File: config.mk
export PLATFORM = sky130hd
export DESIGN_NAME = manchester_tx
export DESIGN_NICKNAME = d
export VERILOG_FILES = /design/src/rtl/manchester_pkg.sv /design/src/rtl/bit_timer.sv /design/src/rtl/manchester_tx.sv
export SDC_FILE = /design/constraint.sdc
export NUM_CORES = 1
export LEC_CHECK = 0
export ABC_CLOCK_PERIOD_IN_PS = 4800
export CORE_UTILIZATION = 36
export CTS_CLUSTER_SIZE = 12
export DETAILED_ROUTE_END_ITERATION = 8
export SYNTH_ARGS = -nofsm -noshare
export SYNTH_HDL_FRONTEND = slang
export SYNTH_SLANG_ARGS = --single-unit
File: constraint.sdc
create_clock -name clk -period 4.8 [get_ports clk]
set_input_delay 0.96 -clock clk [delete_from_list [all_inputs] [get_ports clk]]
set_output_delay 0.96 -clock clk [all_outputs]
set_load 0.01 [all_outputs]
File: src/rtl/manchester_pkg.sv
// Shared Manchester line definitions: FSM state, frame start bit and half-bit levels.
// Imported by the transmitter and by the matching demodulator.
package manchester_pkg;

   typedef enum logic {StIdle, StSend} tx_state_e;

   localparam logic START_BIT       = 1'b1;
   // Line levels for a '1' bit; a '0' bit uses the inverse of each.
   localparam logic ONE_FIRST_HALF  = 1'b0;
   localparam logic ONE_SECOND_HALF = 1'b1;

   function automatic logic half_level(input logic bit_val, input logic second_half);
      logic lvl;
      lvl = second_half ? ONE_SECOND_HALF : ONE_FIRST_HALF;
      return bit_val ? lvl : ~lvl;
   endfunction

endpackage

File: src/rtl/bit_timer.sv
// Half-bit timer: counts CLKS_PER_HALF_BIT cycles per half and strobes on the last cycle of
// each half (half_end_o) and of each full bit (bit_end_o). Held at zero while run_i is low.
module bit_timer #(
   parameter int unsigned CLKS_PER_HALF_BIT = 4
) (
   input  logic clk_i,
   input  logic rst_i,
   input  logic run_i,
   output logic half_end_o,
   output logic bit_end_o
);

   localparam int unsigned CntW = (CLKS_PER_HALF_BIT > 1) ? $clog2(CLKS_PER_HALF_BIT) : 1;
   localparam logic [CntW-1:0] CntMax = CntW'(CLKS_PER_HALF_BIT - 1);

   logic [CntW-1:0] cnt_q, cnt_d;
   logic            phase_q, phase_d;

   always_comb begin
      half_end_o = run_i && (cnt_q == CntMax);
      bit_end_o  = half_end_o && phase_q;
      cnt_d      = cnt_q;
      phase_d    = phase_q;
      if (!run_i) begin
         cnt_d   = '0;
         phase_d = 1'b0;
      end else if (half_end_o) begin
         cnt_d   = '0;
         phase_d = ~phase_q;
      end else begin
         cnt_d = cnt_q + CntW'(1);
      end
   end

   always_ff @(posedge clk_i or posedge rst_i) begin
      if (rst_i) begin
         cnt_q   <= '0;
         phase_q <= 1'b0;
      end else begin
         cnt_q   <= cnt_d;
         phase_q <= phase_d;
      end
   end

endmodule

File: src/rtl/manchester_tx.sv
// Manchester transmitter: frames each accepted word as a '1' start bit plus WORD_WIDTH data
// bits MSB first, with a registered line output and a bit clock high in each second half.
module manchester_tx
   import manchester_pkg::*;
#(
   parameter int unsigned WORD_WIDTH        = 8,
   parameter int unsigned CLKS_PER_HALF_BIT = 4
) (
   input  logic                  clk,
   input  logic                  reset,
   input  logic [WORD_WIDTH-1:0] data_in,
   input  logic                  data_valid,
   output logic                  data_ready,
   output logic                  out,
   output logic                  output_clk,
   output logic                  next_word,
   output logic                  busy
);

   localparam int unsigned BitW = $clog2(WORD_WIDTH + 1);
   localparam logic [BitW-1:0] LastBit = BitW'(WORD_WIDTH);

   tx_state_e           state_q, state_d;
   logic [WORD_WIDTH:0] shreg_q, shreg_d;
   logic [BitW-1:0]     bit_cnt_q, bit_cnt_d;
   logic                out_q, out_d;
   logic                oclk_q, oclk_d;
   logic                half_end, bit_end;
   logic                frame_end, xfer;

   bit_timer #(
      .CLKS_PER_HALF_BIT(CLKS_PER_HALF_BIT)
   ) u_bit_timer (
      .clk_i     (clk),
      .rst_i     (reset),
      .run_i     (state_q == StSend),
      .half_end_o(half_end),
      .bit_end_o (bit_end)
   );

   assign frame_end = (state_q == StSend) && bit_end && (bit_cnt_q == LastBit);

   always_ff @(posedge clk or posedge reset) begin
      if (reset) state_q <= StIdle;
      else       state_q <= state_d;
   end

   always_comb begin
      state_d = state_q;
      unique case (state_q)
         StIdle:  if (xfer) state_d = StSend;
         StSend:  if (frame_end && !xfer) state_d = StIdle;
         default: state_d = StIdle;
      endcase
   end

   always_comb begin
      busy       = (state_q == StSend);
      data_ready = !reset && ((state_q == StIdle) || frame_end);
      next_word  = data_valid && data_ready;
      xfer       = next_word;
   end

   // out/output_clk are registered, so each branch computes the level of the coming cycle.
   always_comb begin
      shreg_d   = shreg_q;
      bit_cnt_d = bit_cnt_q;
      out_d     = out_q;
      oclk_d    = oclk_q;
      if (xfer) begin
         shreg_d   = {START_BIT, data_in};
         bit_cnt_d = '0;
         out_d     = half_level(START_BIT, 1'b0);
         oclk_d    = 1'b0;
      end else if (frame_end || (state_q == StIdle)) begin
         bit_cnt_d = '0;
         out_d     = 1'b0;
         oclk_d    = 1'b0;
      end else if (bit_end) begin
         shreg_d   = {shreg_q[WORD_WIDTH-1:0], 1'b0};
         bit_cnt_d = bit_cnt_q + BitW'(1);
         out_d     = half_level(shreg_q[WORD_WIDTH-1], 1'b0);
         oclk_d    = 1'b0;
      end else if (half_end) begin
         out_d  = half_level(shreg_q[WORD_WIDTH], 1'b1);
         oclk_d = 1'b1;
      end
   end

   always_ff @(posedge clk or posedge reset) begin
      if (reset) begin
         shreg_q   <= '0;
         bit_cnt_q <= '0;
         out_q     <= 1'b0;
         oclk_q    <= 1'b0;
      end else begin
         shreg_q   <= shreg_d;
         bit_cnt_q <= bit_cnt_d;
         out_q     <= out_d;
         oclk_q    <= oclk_d;
      end
   end

   assign out        = out_q;
   assign output_clk = oclk_q;

endmodule
# Word level (Yosys, flattened, before mapping)
# Cells that the tools add are included.
# Widths: inputs -> output; s select.
[op_classes] add_sub_neg=2 mul=0 div_mod_pow=0 order_cmp=0 eq_ne=4 shift=0 n_mux=23 n_bitwise=2 reduce_logical=14
[ops] op="$mux 9" count=3
[ops] op="$mux 1" count=14
[ops] op="$mux 4" count=3
[ops] op="$logic_and 1x1->1" count=7
[ops] op="$add 4x1->4 const B" count=1
[ops] op="$eq 4x4->1 const B" count=1
[ops] op="$mux 2" count=2
[ops] op="$reduce_bool 4->1" count=1
[ops] op="$reduce_bool 3->1" count=1
[ops] op="$add 2x1->2 const B" count=1
[ops] op="$eq 2x2->1 const B" count=1
[ops] op="$logic_not 1->1" count=2
[ops] op="$ne 2x1->1 const B" count=1
[ops] op="$ne 2x2->1 const B" count=1
[ops] op="$not 1->1" count=2
[ops] op="$pmux 1 s2" count=1
[ops] op="$reduce_and 2->1" count=1
[ops] op="$reduce_bool 2->1" count=1
[ops] op="$logic_or 1x1->1" count=1
[totals] ff_bits=19 latchBits=0 ram_bits=0 rom_bits=0 input_bits=11 output_inout_bits=5 wordCells=52 mem_count=0

# Longest topological paths before layout
# Gate-level depths: netlist of the first run.
[depth] ltp_word=12 ltp_mapped=9

# Hierarchy
# A second synthesis of the first run with hierarchy kept.
[unflattened] cells_unflattened=87 hier_area_um2=972.2
[by_module_without_submodules] module="manchester_tx" instances=1 cells_per_inst=76 area_each_um2=833.3
[by_module_without_submodules] module="bit_timer" instances=1 cells_per_inst=11 area_each_um2=138.9

# Least setup slack after synthesis of the first run
# OpenSTA, ideal clock, no wires.
[synth_path] kind="input to output" start="input reset" end="output data_ready" arrival_ps=1632 required_time_ps=3840 setup_slack_ps=2208 cell_stages=2 path_cell_list="inv_1 -> and2_1"
[synth_between] elab_chain_cells=2
[synth_lines] item="start, declared" line_no="manchester_tx.sv:10" source="input logic reset,"
[synth_lines] item="$logic_not 1->1 (no source line)"
[synth_lines] item="$logic_and 1x1->1" line_no="manchester_tx.sv:59" source="data_ready = !reset && ((state_q == StIdle) || frame_end);"
[synth_lines] item="end, declared" line_no="manchester_tx.sv:13" source="output logic data_ready,"
# No other way between the ends.

# Worst setup path in the final report of the first run
[layout_path] start="input data_valid" end="output next_word"
[layout_between] elab_chain_cells=1
[layout_lines] item="start, declared" line_no="manchester_tx.sv:12" source="input logic data_valid,"
[layout_lines] item="$logic_and 1x1->1" line_no="manchester_tx.sv:60" source="next_word = data_valid && data_ready;"
[layout_lines] item="end, declared" line_no="manchester_tx.sv:16" source="output logic next_word,"
# No other way between the ends.

==> reports/qor.yml, run 1 <==
status:
  status: "complete, but fails checks"
  violations: "design-rule violations"
clocking:
  clockBufferDepth: 2
  cts_sinks: 19
  post-cts-setup-buffers: 0
  cts_hold_buf: 0
  cts_resized: 0
  h-tree-depth: 1
  cts-root-buf: "clkbuf_4"
  path_clk_slew_ns: 0.10
  clock_latency_ns: 0.29
  cts_tree: "yes"
  numCtsBuffers: 3
place:
  io_buffers: 15
  dp_slack_ns: 1.41
  place_congestion: 0.716
  hpwl_um: 1150
  dp.cells: 133
routing:
  routed_via_density: 4.79
  ant_nets: 0
  drtIter0Drc: 11
  wl_per_cell_um: 11.2
  routed_wl_um: 1530
  routed-via-count: 656
  firstDrtPassIters: 6
  drc: 1
critical_path:
  crit_type: "input port to output pin"
  startpoint_type: "input port"
  critPathRequiredTime_ns: 3.84
  path_max_fanout: 16
  crit_path_end_kind: "output pin"
  worstPathArrival_ns: 2.41
logic_synthesis:
  postSynth.asyncResetShare_pct: 100
  syn_inst: 90
  synth-seq-cells: 19
  syn-num-nets: 104
  synth.yosys.seq_area_share_pct: 51.1
  syn_area_per_cell_um2: 10.3
  ys_types: 31
  synthFlopType: "dfrtp_1"
  ys.warnings.count: 0
  syn_area_um2: 930
  yosys.area.top_type: "dfrtp_1"
  synth_area_leaders: "dfrtp_1, nand2_1, mux2i_1"
  synth_top_area_share_pct: 51.1
  synth_edf_count: 0
die:
  die_y_um: 52.8
  initial_core_util_pct: 37.9
  ios: 16
  row_count: 18
  core_area_um2: 2450
  dieWidth_um: 52.8
  dieArea_um2: 2790
layout:
  fin_util_pct: 45.9
  nFillCells: 239
  nets: 122
  synthToLayoutAreaGrowth_pct: 21.3
  stdcell_count: 137
  drive_gt1_share_pct: 9.35
  insertedDiodeCount: 0
grt:
  grt_pass1_wl_um: 2580
  track_usage_pct: 13.3
  antenna_found_initial: 0
  overflow: 0
  grt_pass1_vias: 576
  grt_max_degree: 21
timing:
  setup_viol: 0
  fin_ws_ns: 1.43
  rsz0062_at_grt: "false"
  slew-limit-headroom_pct: 73.5
  worstMarginPinSlew_ns: 0.396
  finalCritPeriodShare_pct: 70.3
  slew_violations: 0
  skew_ns: 0.00132
  fmax_ghz: 0.296
  tns_ns: 0
  finalCriticalPeriod_ns: 3.37
  hold_violations: 0
power_and_ir_drop:
  p_per_area_nw_per_um2: 222
  totalPowerFinal_mw: 0.250
  leakagePower_nw: 0.536
  max-vdd-ir-drop_mv: 0.145
run:
  max_cap_violations: 0
min_path:
  hold_class: "flip-flop to flip-flop"
## synth_stat cells (all sizes together) (2+ instances only)
cell and count:
dfrtp 19, nand2 16, o21ai 11, a21boi 4, mux2i 4, and2 3
buf 3, ha 3, inv 3, nand2b 3, nand3 3, a21oi 2
a22oi 2, nor2b 2, or3 2
## per-stage QoR
stage / hold WS, ns / instance area, um^2
2_1_floorplan: 0.414 / 930
3_3_place_gp: 0.423 / 1100
3_5_place_dp: 0.433 / 1100
4_1_cts: 0.448 / 1130
5_1_grt: 0.464 / 1130
6_report: 0.441 / 1130
## path summary, 6_finish.rpt
check,slack [ns],startpoint,cells past startpoint,end
setup / recovery,1.43,data_valid,5,next_word
hold / removal,0.44,u_bit_timer.cnt_q[0],1,u_bit_timer.cnt_q[0]
setup reg to reg,2.91,u_bit_timer.cnt_q[0],7,shreg_q[5]
hold reg to reg,0.44,u_bit_timer.cnt_q[0],1,u_bit_timer.cnt_q[0]
max in group asynchronous,3.59,reset,3,shreg_q[3]
min in group asynchronous,1.01,reset,3,shreg_q[6]
## registers in the layout, summed over array words and instances (netlist names)
signal and flops:
bit_cnt_q 4, output_clk 1, u_bit_timer.phase_q 1, u_bit_timer.cnt_q 2
busy 1, shreg_q 9, out 1
## cells by family (layout without fill, tap and decap cells)
logic type	count (synthesis)	after routing	synth area share, %
buffers and inverters	7	24	4.31
multiplexers	4	4	4.31
flip-flops	19	19	51.1
AO/OA/AOI/OAI	20	20	13.5
AND/OR/NAND/NOR	36	36	21.8
XOR/XNOR	1	1	0.942
adder cells (fa/ha/maj)	3	3	4.04
## cell type report
cell class	count	area, um^2	area share, %
clock buffer	4	26.3	2.33
timing repair buffer	16	158	14.0
sequential	19	475	42.2
inverter	4	16.3	1.44
tap	30	37.5	3.33
multi-input combinational	64	414	36.7
## cells in the final DEF (no fill, tap or decap), types with 2 or more instances in the layout
| cell | netlist | final |
|---|---|---|
| nor2b_1 | 2 | 2 |
| a21boi_0 | 3 | 3 |
| dfrtp_1 | 19 | 19 |
| mux2i_1 | 4 | 4 |
| ha_1 | 3 | 3 |
| nand3_1 | 3 | 3 |
| o21ai_0 | 3 | 3 |
| nand2_1 | 16 | 16 |
| clkdlybuf4s50_1 | 0 | 15 |
| inv_1 | 3 | 3 |
| a22oi_1 | 2 | 2 |
| or3_1 | 2 | 2 |
| clkbuf_4 | 0 | 3 |
| a21oi_1 | 2 | 2 |
| o21ai_1 | 7 | 7 |
| and2_1 | 2 | 2 |
| nand2b_1 | 3 | 3 |
## critical path, cell delays in order
cell             delay (ns)
clkdlybuf4s50_1        0.45
nor2b_1                0.12
nand2_1                0.12
clkinv_2               0.19
clkdlybuf4s50_1        0.57
## metal layers
| metal | wire length [um] | global-route usage [%] |
|---|---|---|
| met5 | 0 | 0 |
| met4 | 15 | 7.89 |
| met3 | 43 | 2.61 |
| met2 | 702 | 19.8 |
| met1 | 770 | 17.6 |
## where the power goes
group	switching, mW	internal, mW
Sequential	0	0.160
Clock	0.0460	0.0323
Combinational	0.00427	0.00788
Total	0.0502	0.200
(Power assumes the default switching activity.)
==> run 2, diff against run 1 <==
--- a/config.mk
+++ b/config.mk
@@ -5,7 +5,7 @@
 export SDC_FILE = /design/constraint.sdc
 export NUM_CORES = 1
 export LEC_CHECK = 0
-export ABC_CLOCK_PERIOD_IN_PS = 4800
+export ABC_CLOCK_PERIOD_IN_PS = 2870
 export CORE_UTILIZATION = 36
 export CTS_CLUSTER_SIZE = 12
 export DETAILED_ROUTE_END_ITERATION = 8
==> constraint.sdc (replaced) <==
create_clock -name clk -period 2.87 [get_ports clk]
set_input_delay 0.574 -clock clk [delete_from_list [all_inputs] [get_ports clk]]
set_output_delay 0.574 -clock clk [all_outputs]
set_load 0.01 [all_outputs]
==> run 2 against run 1 <==
Net effect:
- the run now ends clean
- worst hold slack better by 0.012 ns
- global-route usage up 1.8 points
- sequential power increased by 68%
- clock skew rose by 0.0025 ns
- combinational power increased by 67%
- critical path type is now flip-flop to output pin
==> reports/qor.yml, run 2 (synthesized netlist as in run 1, its figures left out) <==
status:
  status: "finished clean"  # was complete, but fails checks
min_path:
  hold_class: "flip-flop to flip-flop"  # unchanged
  hold_end: "u_bit_timer.cnt_q[0]"  # unchanged
  min_from: "u_bit_timer.cnt_q[0]"  # unchanged
  min_path_cells: 1  # unchanged
timing:
  finalCriticalPeriod_ns: 2.69
  slew-limit-headroom_pct: 75.1  # was 73.5%
  fin_ws_ns: 0.183  # was 1.43 ns
  worstMarginPinSlew_ns: 0.372  # was 0.396 ns
  fmax_ghz: 0.372
  finalCritPeriodShare_pct: 93.6
  tns_ns: 0  # unchanged
  rsz0062_at_grt: "false"  # unchanged
  slew_violations: 0  # unchanged
  setup_viol: 0  # unchanged
  skew_ns: 0.00384  # was 0.00132 ns
  hold_violations: 0  # unchanged
critical_path:
  crit_start: "bit_cnt_q[0]"  # was data_valid
  worstPathArrival_ns: 2.11  # was 2.41 ns
  critPathRequiredTime_ns: 2.30  # was 3.84 ns
  crit_path_end_kind: "output pin"  # unchanged
  r2r_slack_ns: 0.92  # was 2.91 ns
  crit_type: "flip-flop to output pin"  # was input port to output pin
  r2r_cells: 8  # was 7
  r2r_end: "shreg_q[5]"  # unchanged
  startpoint_type: "flip-flop"  # was input port
  r2r_start: "u_bit_timer.cnt_q[0]"  # unchanged
  path_max_fanout: 5  # was 16
power_and_ir_drop:
  p_int_mw: 0.335  # was 0.200 mW
  clockPowerShare_pct: 32.5  # was 31.3%
  p_per_area_nw_per_um2: 376  # was 222 nW/um^2
  switching_share_pct: 21.5  # was 20.1%
  comb_power_share_pct: 4.8  # was 4.9%
  leakagePower_nw: 0.542  # was 0.536 nW
  switchingPower_mw: 0.0916  # was 0.0502 mW
  p_seq_share_pct: 62.7  # was 63.9%
  max-vdd-ir-drop_mv: 0.343  # was 0.145 mV
place:
  dp.cells: 134  # was 133
  hpwl_um: 1240  # was 1150 um
  io_buffers: 15  # unchanged
  dp_slack_ns: 0.415  # was 1.41 ns
  place_area_um2: 1110  # was 1100 um^2
  place_congestion: 0.693  # was 0.716
routing:
  routed_via_density: 4.80  # was 4.79
  wl_per_cell_um: 12.1  # was 11.2 um
  routed_wl_um: 1670  # was 1530 um
  drtIter0Drc: 8  # was 11
  ant_nets: 0  # unchanged
  firstDrtPassIters: 5  # was 6
  routed-via-count: 662  # was 656
  drc: 0  # was 1
clocking:
  clockBufferDepth: 2  # unchanged
  post-cts-setup-buffers: 0  # unchanged
  cts-root-buf: "clkbuf_4"  # unchanged
  path_clk_slew_ns: 0.11  # was 0.10 ns
  clock_latency_ns: 0.30  # was 0.29 ns
  cts_sinks: 19  # unchanged
  cts_resized: 0  # unchanged
  h-tree-depth: 1  # unchanged
  cts_tree: "yes"  # unchanged
  cts_hold_buf: 0  # unchanged
  numCtsBuffers: 3  # unchanged
grt:
  overflow: 0  # unchanged
  grtUsageMet2_pct: 24.1  # was 19.8%
  track_usage_pct: 15.1  # was 13.3%
  grtUsageMet1_pct: 18.1  # was 17.6%
  grt.busiest_layer: "met2"  # unchanged
  antenna_found_initial: 0  # unchanged
  use_met3_pct: 6.09  # was 2.61%
  grt_max_degree: 20  # was 21
  grt_pass1_wl_um: 2900  # was 2580 um
  grt_pass1_vias: 680  # was 576
die:
  core_area_um2: 2450  # unchanged
  row_count: 18  # unchanged
  dieArea_um2: 2790  # unchanged
  initial_core_util_pct: 37.9  # unchanged
  dieWidth_um: 52.8  # unchanged
  ios: 16  # unchanged
  die_y_um: 52.8  # unchanged
layout:
  final_cell_mix: "dfrtp_1, nand2_1, clkdlybuf4s50_1, o21ai_1, mux2i_1"  # unchanged
  largest_reg_flops: 9  # unchanged
  drive_gt1_share_pct: 10.2  # was 9.35%
  insertedDiodeCount: 0  # unchanged
  nets: 123  # was 122
  fin_util_pct: 46.2  # was 45.9%
  post-route-cell-area_um2: 1130  # about the same
  top_register: "shreg_q"  # unchanged
  synthToLayoutAreaGrowth_pct: 22.1  # was 21.3%
  final_common_cell: "dfrtp_1"  # unchanged
  stdcell_count: 138  # was 137
  top_regs: "shreg_q (9), bit_cnt_q (4), u_bit_timer.cnt_q (2)"  # unchanged
run:
  max_cap_violations: 0  # unchanged
run 2: per-layer routing:
layer,vias up,part of all wire [%]
li1,346,-
met1,300,50
met3,2,4.7
met5,-,0
met4,0,1.1
met2,14,44
run 2: how the worst max path moves through the flow:
stage	to	slack (ns)
detailed placement	next_word	0.41
finish	next_word	0.18
global placement	next_word	0.41
CTS	next_word	0.16
floorplan	next_word	1.01
global route	next_word	0.06
run 2: cell type report:
type	count	area, um^2
well taps	30	37.5
inverters	4	16.3
fillers	244	1320
multi-input cells	64	414
repair buffers	17	165
clock buffers	4	26.3
flip-flops and latches	19	475
run 2: critical path, stage by stage, from the launching register on:
cell	delay (ns)
dfrtp_1	0.45
inv_1	0.08
ha_1	0.20
nand3b_4	0.11
o21ai_2	0.21
nand2_1	0.16
clkinv_2	0.08
clkdlybuf4s50_1	0.53
run 2: stage by stage:
step	hold WS (ns)	power (mW)
global route	0.462	0.441
floorplan	0.414	0.277
detailed placement	0.440	0.294
finish	0.453	0.427
global placement	0.422	0.294
CTS	0.456	0.434
run 2: power by group through the flow:
stage / registers, mW / logic [mW] / clock network, mW
2_1_floorplan: 0.273 / 0.00469 / 0
3_3_place_gp: 0.273 / 0.0208 / 0
3_5_place_dp: 0.273 / 0.0210 / 0
4_1_cts: 0.268 / 0.0211 / 0.145
5_1_grt: 0.268 / 0.0226 / 0.151
6_report: 0.268 / 0.0204 / 0.139
==> run 3, diff against run 2 <==
--- a/config.mk
+++ b/config.mk
@@ -5,10 +5,12 @@
 export SDC_FILE = /design/constraint.sdc
 export NUM_CORES = 1
 export LEC_CHECK = 0
+export ABC_AREA = 0
 export ABC_CLOCK_PERIOD_IN_PS = 2870
 export CORE_UTILIZATION = 36
 export CTS_CLUSTER_SIZE = 12
 export DETAILED_ROUTE_END_ITERATION = 8
+export MAX_ROUTING_LAYER = met4
 export SYNTH_ARGS = -nofsm -noshare
 export SYNTH_HDL_FRONTEND = slang
 export SYNTH_SLANG_ARGS = --single-unit
==> run 3 against run 2 <==
Net effect:
- setup slack improved by 0.0041 ns
- sequential power about the same
- sequential share of layout area did not move
- clock-buffer cell count is the same
- global-route usage grew 0.33 points
- first-iteration DRC count unchanged
- die area unchanged
- non-clock buffer count stayed put
- worst hold slack got worse by 0.00084 ns
- register-to-register slack about the same
- largest power group unchanged
==> reports/qor.yml, run 3 (synthesized netlist as in run 1, its figures left out) <==
status:
  status: "finished clean"  # unchanged
timing:
  rsz0062_at_grt: "false"  # unchanged
  setup_viol: 0  # unchanged
  slew-limit-headroom_pct: 75.1  # about the same
  finalCriticalPeriod_ns: 2.68  # was 2.69 ns
  worstMarginPinSlew_ns: 0.372  # about the same
  hold_violations: 0  # unchanged
  skew_ns: 0.00348  # was 0.00384 ns
  fmax_ghz: 0.373  # was 0.372 GHz
  whs_ns: 0.452  # was 0.453 ns
  finalCritPeriodShare_pct: 93.5  # was 93.6%
  tns_ns: 0  # unchanged
  slew_violations: 0  # unchanged
routing:
  drc: 0  # unchanged
  routed_wl_um: 1680  # was 1670 um
  wl_per_cell_um: 12.2  # was 12.1 um
  drtIter0Drc: 8  # unchanged
  firstDrtPassIters: 6  # was 5
  ant_nets: 0  # unchanged
  routed-via-count: 664  # was 662
  routed_via_density: 4.81  # was 4.80
place:
  place_congestion: 0.700  # was 0.693
  hpwl_um: 1240  # unchanged
  io_buffers: 15  # unchanged
  dp.cells: 134  # unchanged
die:
  dieArea_um2: 2790  # unchanged
  initial_core_util_pct: 37.9  # unchanged
  ios: 16  # unchanged
  die_y_um: 52.8  # unchanged
  row_count: 18  # unchanged
  dieWidth_um: 52.8  # unchanged
  core_area_um2: 2450  # unchanged
layout:
  top_regs: "shreg_q (9), bit_cnt_q (4), u_bit_timer.cnt_q (2)"  # unchanged
  largest_reg_flops: 9  # unchanged
  final_cell_mix: "dfrtp_1, nand2_1, clkdlybuf4s50_1, o21ai_1, mux2i_1"  # unchanged
  stdcell_count: 138  # unchanged
  insertedDiodeCount: 0  # unchanged
  drive_gt1_share_pct: 10.2  # unchanged
  nets: 123  # unchanged
  nFillCells: 244  # unchanged
  final_common_cell: "dfrtp_1"  # unchanged
  synthToLayoutAreaGrowth_pct: 22.1  # unchanged
  top_register: "shreg_q"  # unchanged
clocking:
  cts_tree: "yes"  # unchanged
  h-tree-depth: 1  # unchanged
  cts_sinks: 19  # unchanged
  cts_hold_buf: 0  # unchanged
  clock_latency_ns: 0.30  # about the same
  path_clk_slew_ns: 0.11  # about the same
  cts_resized: 0  # unchanged
  clockBufferDepth: 2  # unchanged
  post-cts-setup-buffers: 0  # unchanged
  numCtsBuffers: 3  # unchanged
  cts-root-buf: "clkbuf_4"  # unchanged
min_path:
  min_path_cells: 1  # unchanged
  min_from: "u_bit_timer.cnt_q[0]"  # unchanged
  hold_class: "flip-flop to flip-flop"  # unchanged
  hold_end: "u_bit_timer.cnt_q[0]"  # unchanged
grt:
  overflow: 0  # unchanged
  track_usage_pct: 15.4  # was 15.1%
  antenna_found_initial: 0  # unchanged
  grt_pass1_vias: 685  # was 680
  grt_pass1_wl_um: 2880  # was 2900 um
  grt_max_degree: 20  # unchanged
power_and_ir_drop:
  max-vdd-ir-drop_mv: 0.340  # was 0.343 mV
  p_per_area_nw_per_um2: 375  # was 376 nW/um^2
  leakagePower_nw: 0.542  # unchanged
critical_path:
  crit_type: "flip-flop to output pin"  # unchanged
  path_max_fanout: 5  # unchanged
  worstPathCellList: "inv_1 > ha_1 > nand3b_4 > o21ai_2 > nand2_1 > clkinv_2 > clkdlybuf4s50_1"  # unchanged
  crit_path_end_kind: "output pin"  # unchanged
  cpPeakStageDelay_ns: 0.53  # about the same
  critPathRequiredTime_ns: 2.30  # about the same
  r2r_slack_ns: 0.93  # was 0.92 ns
  r2r_end: "shreg_q[5]"  # unchanged
  startpoint_type: "flip-flop"  # unchanged
  worstPathArrival_ns: 2.11  # about the same
  r2r_cells: 8  # unchanged
  r2r_start: "u_bit_timer.cnt_q[0]"  # unchanged
  crit_slowest_cell: "clkdlybuf4s50_1"  # unchanged
run:
  max_cap_violations: 0  # unchanged
[run 3: cell counts in the layout (fill, tap and decap cells not counted)]
No cell type changed its count.
[run 3: how the worst max path moves through the flow]
stage / start / to / slack, ns / depth (start not counted)
2_1_floorplan: bit_cnt_q[0] / next_word / 1.01 / 7
6_report: bit_cnt_q[0] / next_word / 0.19 / 7
5_1_grt: bit_cnt_q[0] / next_word / 0.06 / 7
3_3_place_gp: data_valid / next_word / 0.41 / 5
3_5_place_dp: data_valid / next_word / 0.41 / 5
4_1_cts: bit_cnt_q[0] / next_word / 0.16 / 7
[run 3: layer usage]
metal / global-route usage [%] / up-vias / share of wire (%)
met5: - / - / 0
met1: 17.9 / 303 / 50
met2: 24.1 / 14 / 44
met4: 5.26 / 0 / 1.1
met3: 6.09 / 2 / 4.8
li1: - / 345 / -
[run 3: area by class of cell]
cell class                      count  area [um^2]  area share, %
Sequential cell                    19          475           41.9
Multi-Input combinational cell     64          414           36.5
Timing Repair Buffer               17          165           14.6
Tap cell                           30         37.5           3.31
Clock buffer                        4         26.3           2.32
Inverter                            4         16.3           1.43
[run 3: through the flow]
stage / total power, mW / instance area [um^2] / worst slack, ns / utilization, %
final: 0.426 / 1130 / 0.187 / 46.2
after detailed placement: 0.294 / 1110 / 0.415 / 45.2
after CTS: 0.434 / 1130 / 0.157 / 46.2
after global placement: 0.294 / 1110 / 0.413 / 45.2
after global routing: 0.441 / 1130 / 0.0563 / 46.2
after floorplan: 0.277 / 930 / 1.01 / -
[run 3: power by group]
group	internal [mW]	switching, mW	total, mW
clock network	0.0542	0.0835	0.138
registers	0.268	0	0.268
logic	0.0132	0.00728	0.0205
total	0.335	0.0908	0.426
[run 3: critical path, delay by kind of cell, from the launching register on]
| kind | cells | cell delay (ns) |
|---|---|---|
| AO/OA/AOI/OAI | 1 | 0.21 |
| adder cells (fa/ha/maj) | 1 | 0.20 |
| buffers and inverters | 3 | 0.69 |
| flip-flops | 1 | 0.45 |
| AND/OR/NAND/NOR | 2 | 0.27 |
